File: config.mk
export PLATFORM = sky130hd
export DESIGN_NAME = ring_counter_gen
export DESIGN_NICKNAME = d
export VERILOG_FILES = /design/src/rtl/ring_ctr_pkg.sv /design/src/rtl/tick_prescaler.sv /design/src/rtl/ring_counter_gen.sv
export SDC_FILE = /design/constraint.sdc
export NUM_CORES = 1
export LEC_CHECK = 0
export CORE_AREA = 2 2 62 64
export CTS_CLUSTER_DIAMETER = 150
export DETAILED_ROUTE_END_ITERATION = 7
export DIE_AREA = 0 0 64 66
export PLACE_DENSITY = 0.77
export SYNTH_ARGS = -nofsm -noshare
export SYNTH_HDL_FRONTEND = slang
export SYNTH_HIERARCHICAL = 1
export SYNTH_SLANG_ARGS = --single-unit
File: constraint.sdc
create_clock -name clk -period 2.9 [get_ports clk]
set_clock_uncertainty 0.1 [all_clocks]
set_input_delay 0.58 -clock clk [delete_from_list [all_inputs] [get_ports clk]]
set_output_delay 0.58 -clock clk [all_outputs]
set_load 0.05 [all_outputs]
File: src/rtl/ring_ctr_pkg.sv
// rtl/ring_ctr_pkg.sv - shared constants and helpers for the ring/Johnson counter
package ring_ctr_pkg;

  localparam int VEC_W = 64;

  localparam logic MODE_RING    = 1'b0;
  localparam logic MODE_JOHNSON = 1'b1;
  localparam logic DIR_LEFT     = 1'b0;
  localparam logic DIR_RIGHT    = 1'b1;

  function automatic logic [VEC_W-1:0] seed(input int width);
    return (width > 0) ? VEC_W'(1) : '0;
  endfunction

  // Callers zero-extend their vector to VEC_W bits.
  function automatic logic is_onehot(input logic [VEC_W-1:0] vec);
    return (vec != '0) && ((vec & (vec - VEC_W'(1))) == '0);
  endfunction

endpackage

File: src/rtl/tick_prescaler.sv
// rtl/tick_prescaler.sv - free-running step prescaler producing a one-cycle strobe
module tick_prescaler #(
  parameter int DIV_W = 21
) (
  input  logic clk,
  input  logic rst,
  input  logic en,
  input  logic clr,
  output logic strobe
);

  logic [DIV_W-1:0] cnt_q;
  logic [DIV_W-1:0] cnt_d;

  always_comb begin
    cnt_d = cnt_q;
    if (clr)     cnt_d = '0;
    else if (en) cnt_d = cnt_q + DIV_W'(1);
  end

  always_ff @(posedge clk or posedge rst) begin
    if (rst) cnt_q <= '0;
    else     cnt_q <= cnt_d;
  end

  // Strobe is high during the last count of each period; the top qualifies it with en.
  assign strobe = (cnt_q == {DIV_W{1'b1}});

endmodule

File: src/rtl/ring_counter_gen.sv
// rtl/ring_counter_gen.sv - one-hot ring / Johnson counter with prescaler, load and ring correction
module ring_counter_gen
  import ring_ctr_pkg::*;
#(
  parameter int WIDTH = 8,
  parameter int DIV_W = 21
) (
  input  logic             clk,
  input  logic             rst,
  input  logic             en,
  input  logic             mode,
  input  logic             dir,
  input  logic             load,
  input  logic [WIDTH-1:0] load_val,
  output logic [WIDTH-1:0] out,
  output logic             tick,
  output logic             wrap,
  output logic             err
);

  localparam logic [VEC_W-1:0] SEED_FULL = seed(WIDTH);
  localparam logic [WIDTH-1:0] SEED      = SEED_FULL[WIDTH-1:0];

  logic             strobe;
  logic             step;
  logic [WIDTH-1:0] out_q, out_d;
  logic             tick_q, tick_d;
  logic             wrap_q, wrap_d;
  logic             err_q, err_d;

  tick_prescaler #(.DIV_W(DIV_W)) u_prescaler (
    .clk    (clk),
    .rst    (rst),
    .en     (en),
    .clr    (load),
    .strobe (strobe)
  );

  assign step = en & ~load & strobe;

  always_comb begin
    out_d  = out_q;
    tick_d = 1'b0;
    wrap_d = 1'b0;
    err_d  = 1'b0;
    if (load) begin
      out_d = load_val;
    end else if (step) begin
      tick_d = 1'b1;
      if (mode == MODE_RING) begin
        if (is_onehot(VEC_W'(out_q))) begin
          out_d = (dir == DIR_LEFT) ? {out_q[WIDTH-2:0], out_q[WIDTH-1]}
                                    : {out_q[0], out_q[WIDTH-1:1]};
        end else begin
          // Corrupted ring: restart from the seed instead of rotating garbage.
          out_d = SEED;
          err_d = 1'b1;
        end
      end else begin
        out_d = (dir == DIR_LEFT) ? {out_q[WIDTH-2:0], ~out_q[WIDTH-1]}
                                  : {~out_q[0], out_q[WIDTH-1:1]};
      end
      wrap_d = (out_d == SEED);
    end
  end

  always_ff @(posedge clk or posedge rst) begin
    if (rst) begin
      out_q  <= SEED;
      tick_q <= 1'b0;
      wrap_q <= 1'b0;
      err_q  <= 1'b0;
    end else begin
      out_q  <= out_d;
      tick_q <= tick_d;
      wrap_q <= wrap_d;
      err_q  <= err_d;
    end
  end

  assign out  = out_q;
  assign tick = tick_q;
  assign wrap = wrap_q;
  assign err  = err_q;

endmodule

== Word-level counts from Yosys, hierarchy flattened ==
Cells that the tools add are included.

* Bits in registers: 32
* Output and inout port bits: 11
* Logic and storage cells: 38

* Bitwise gates (word level): 6
* Equality and inequality tests: 2
* Multiplexer cells: 18
* Add/sub/neg operators: 2
* Reduce and logical (&&, ||, !) cells: 5

{| class="wikitable"
|+ Operators by type and width
! cell !! number
|-
| 8-bit by 64-bit AND with 64-bit output || 1
|-
| 64-bit zero test || 1
|-
| 8-bit 2-to-1 mux || 8
|-
| 21-bit 2-to-1 mux || 2
|-
| 21-bit by 1-bit adder with 21-bit output, second input constant || 1
|-
| 21-bit equality test, second input constant || 1
|-
| 8-bit by 1-bit subtractor with 9-bit output, second input constant || 1
|-
| 8-bit by 1-bit equality test with 1-bit output, second input constant || 1
|-
| 1-bit 2-to-1 mux || 8
|-
| 8-bit nonzero test || 1
|-
| 2-bit nonzero test || 2
|-
| 1-bit NOT || 3
|-
| 1-bit AND || 2
|-
| 1-bit logical AND || 1
|}

== Depth between registers and ports, before layout ==
* Word-level depth: 11
* Gate-level depth with buffers: 8
* Mapped depth without buffers: 8

== Cells and area by module ==
The synthesis kept the hierarchy.

{| class="wikitable"
|+ By module, submodules not included
! module !! sequential area each (µm²) !! cells each !! area an instance (µm²) !! times used
|-
| tick_prescaler || 525.5 || 123 || 1149.9 || 1
|-
| ring_counter_gen || 276.5 || 80 || 721.9 || 1
|}

== Worst setup path before layout ==
No wires, ideal clock.

* Kind: input port to flip-flop
* Start point: input port en
* End point: register u_prescaler.cnt_q[19]
* Cell stages on the path: 5
* Library setup time: 0.078 ns
* Arrival: 1.869 ns
* Data required time: 2.722 ns
* Setup slack: 0.853 ns
* Path through: buf_4 o211ai_2 or4_4 or4_1 a21oi_1

* Cells in the longest elaborated chain, start to end: 1

{| class="wikitable"
|+ Ends and longest elaborated chain
! element !! line !! RTL
|-
| start: declaration || ring_counter_gen.sv:10 || <nowiki>input logic en,</nowiki>
|-
| 2-bit nonzero test (no line) || - ||
|-
| end signal: assignment || tick_prescaler.sv:23 || <nowiki>else cnt_q <= cnt_d;</nowiki>
|-
| end: declaration || tick_prescaler.sv:12 || <nowiki>logic [DIV_W-1:0] cnt_q;</nowiki>
|}

No other way between the ends.
A chain may end at the register's enable or synchronous reset.

== Final worst setup path ==
* Start point: register out_q[0] (netlist: out[0])
* End point: output port out[0]

{| class="wikitable"
|+ RTL lines
! element !! line !! RTL
|-
| start: declaration || ring_counter_gen.sv:26 || <nowiki>logic [WIDTH-1:0] out_q, out_d;</nowiki>
|-
| start signal: assignment || ring_counter_gen.sv:74 || <nowiki>out_q <= out_d;</nowiki>
|-
| end: declaration || ring_counter_gen.sv:15 || <nowiki>output logic [WIDTH-1:0] out,</nowiki>
|}

No word-level cell between the ends.

==> results.yml <==
clocking:
  cts_resized: 0
  path_clk_slew_ns: 0.09
  hold_buffers: 0
  cts_tree: "yes"
  cts.sinks: 32
  cts_setup_buffers: 0
  clock_path_buffers: 2
  htree_levels: 2
  insertion_delay_ns: 0.33
  cts-root-buf: "clkbuf_4"
  cts_buffers: 5
power:
  switching_share_pct: 29.11
  p_leak_nw: 0.8803
  p_sw_mw: 0.2654
  power.share.clock_pct: 28.9
  powerDensity_mw_per_mm2: 412.6
  seq_power_share_pct: 53.5
  pwr-share-comb_pct: 17.6
  power.internal_mw: 0.6463
  ir_drop_mv: 0.2323
place:
  dp_hpwl_mm: 2.888
  dpl_worst_slack_ns: 0.2327
  portBuffers: 24
  gp_congestion: 0.8276
sta:
  worst_pin_slew_ns: 0.7942
  rsz0062_at_grt: "no"
  min_period_over_period_pct: 86.26
  tns_ns: 0
  slew_headroom_pct: 47.00
  setup_violations: 0
  fmax_mhz: 399.8
  postLayoutSetupSlackWorst_ns: 0.3986
  slew_viol_final: 0
  final-hold-violation-count: 0
  period_needed_ns: 2.501
synth:
  synth_top_cell_by_area: "dfrtp_1"
  ys_types: 48
  synth_xor_xnor_area_share_pct: 5.147
  synth_top_family_by_area: "simple AND/OR/NAND/NOR gates"
  synth_adder_area_share_pct: 0.6684
  synth_nets: 218
  synthTopCellsByArea: "dfrtp_1 (41%), nand2_1 (5.2%), mux2i_1 (3.7%)"
  ys.flop_type: "dfrtp_1"
  yosysTopAreaCellShare_pct: 41.44
  synthCells: 203
  synthMuxAreaShare_pct: 3.743
  synth_common_cells: "dfrtp_1 (31), nand2_1 (26), nor2_1 (17)"
  syn_area_per_cell_sq_um: 9.221
  synth_edf_count: 0
  netlist_area_sq_mm: 0.001872
  synthSimpleGateAreaFrac_pct: 26.00
  async_flop_share_pct: 100.0
  synth_seq_area_share_pct: 42.85
  yosysWarnings: 6
  synth_compound_area_share_pct: 16.44
  ys_ff_latch: 32
  yosysMostFrequentCell: "dfrtp_1"
routing:
  drtAntennaViolNets: 0
  routedWlPerCell_um: 14.33
  drc: 0
  routed_wirelength_mm: 3.983
  first_pass_iters: 4
  drt-vias-per-instance: 5.802
  drt_iter0_markers: 128
  vias: 1613
floorplan:
  die_x_um: 64
  start_util_pct: 52.71
  die-area_sq_mm: 0.004224
  top_level_ports: 25
  die_y_um: 66
  rows: 22
  coreArea_sq_mm: 0.003551
setup_path:
  path_depth: 1
  timing.rr.start: "u_prescaler/cnt_q[4]"
  cp.arrival_ns: 1.82
  crit_path_start: "out[0]"
  r2r-end: "out[7]"
  path_cells: "clkdlybuf4s50_1"
  worstSetupStartpointType: "flop"
  critPathBufInv: 1
  cp.required_ns: 2.22
  slowest_stage: "clkdlybuf4s50_1"
  crit_fanout: 8
  reg2reg_slack_ns: 0.49
  path_class: "flop to output port"
  critPathCaptureType: "output port"
  r2r_cells: 8
  max_stage_delay_ns: 0.83
  critPathTopFamily: "buffers and inverters"
min_path:
  min_path_type: "input pin to async pin"
status:
  status: "finished clean"
grt:
  antenna_found_initial: 0
  grt_pass1_vias: 1537
  grt_max_degree: 22
  grt_util_all_layers_pct: 21.42
  grt_pass1_wl_mm: 6.975
  overflow: 0
layout:
  antenna_cells: 0
  final_nets: 244
  syn2layout_area_growth_pct: 18.05
  n_fill_cell: 293
  drive_gt1_share_pct: 9.565
job:
  cap_viol_max_count: 0
[cell families (layout without fill, tap and decap cells)]
| family | Yosys count | after routing |
|---|---|---|
| AO/OA/AOI/OAI | 43 | 43 |
| XOR/XNOR | 11 | 11 |
| adder cells (fa/ha/maj) | 1 | 1 |
| buffers and inverters | 18 | 45 |
| flip-flops | 32 | 32 |
| multiplexers | 7 | 7 |
| AND/OR/NAND/NOR | 91 | 91 |
[layout make-up]
class	count	area, sq um	area share, %
multi-input combinational	153	973.4	44.05
sequential	32	802.0	36.30
timing repair buffer	31	292.8	13.25
tap	48	60.06	2.718
clock buffer	8	58.81	2.661
inverter	6	22.52	1.019
[flip-flops by register name, indices dropped and copies added, names as in the netlist]
register	cells
err	1
u_prescaler/cnt_q	21
tick	1
out	8
wrap	1
[per-stage QoR]
stage	area, sq um	power [mW]	std cells	utilization (%)	hold slack [ns]
floorplan	1872	0.6024	203	-	0.3317
global placement	2151	0.6568	270	60.57	0.4297
detailed placement	2151	0.6575	270	60.57	0.4475
CTS	2210	0.9257	278	62.23	0.4604
global route	2210	0.9630	278	62.23	0.5002
finish	2210	0.9117	278	62.23	0.4636
[worst max path at each step]
stage	endpoint	slack (ns)
6_report	out[0]	0.40
5_1_grt	out[6]	0.22
4_1_cts	out[0]	0.38
3_5_place_dp	u_prescaler/cnt_q[19]	0.23
3_3_place_gp	u_prescaler/cnt_q[19]	0.29
2_1_floorplan	u_prescaler/cnt_q[19]	0.85
[cells in the final DEF (no fill, tap or decap), types with 2 or more instances in the layout]
cell,instances
a21oi_1,11
and2_1,2
and4_1,2
buf_4,7
clkbuf_1,2
clkbuf_4,5
clkdlybuf4s50_1,24
dfrtp_1,31
inv_1,6
mux2i_1,7
nand2_1,26
nand2b_1,2
nand3_1,8
nand4_1,8
nor2_1,17
nor2b_1,3
nor3_1,4
nor4_1,4
o211ai_1,3
o21ai_0,6
o221ai_1,7
o31ai_1,3
or3_1,5
or4_1,3
xnor2_1,7
xor2_1,4
[power groups by stage]
| stage | Combinational (mW) | Sequential, mW | Clock (mW) |
|---|---|---|---|
| after floorplan | 0.0837 | 0.519 | 0 |
| after global placement | 0.160 | 0.496 | 0 |
| after detailed placement | 0.161 | 0.496 | 0 |
| after CTS | 0.162 | 0.487 | 0.277 |
| after global routing | 0.174 | 0.491 | 0.298 |
| final | 0.161 | 0.488 | 0.264 |
[per-layer routing]
| layer | share of wire (%) | up-vias | GRT usage (%) |
|---|---|---|---|
| met5 | 0 | - | 0 |
| met1 | 43 | 768 | 24.56 |
| met3 | 4.4 | 7 | 5.622 |
| met4 | 2.1 | 0 | 9.511 |
| li1 | - | 802 | - |
| met2 | 50 | 36 | 37.50 |
(Power assumes the default switching activity.)
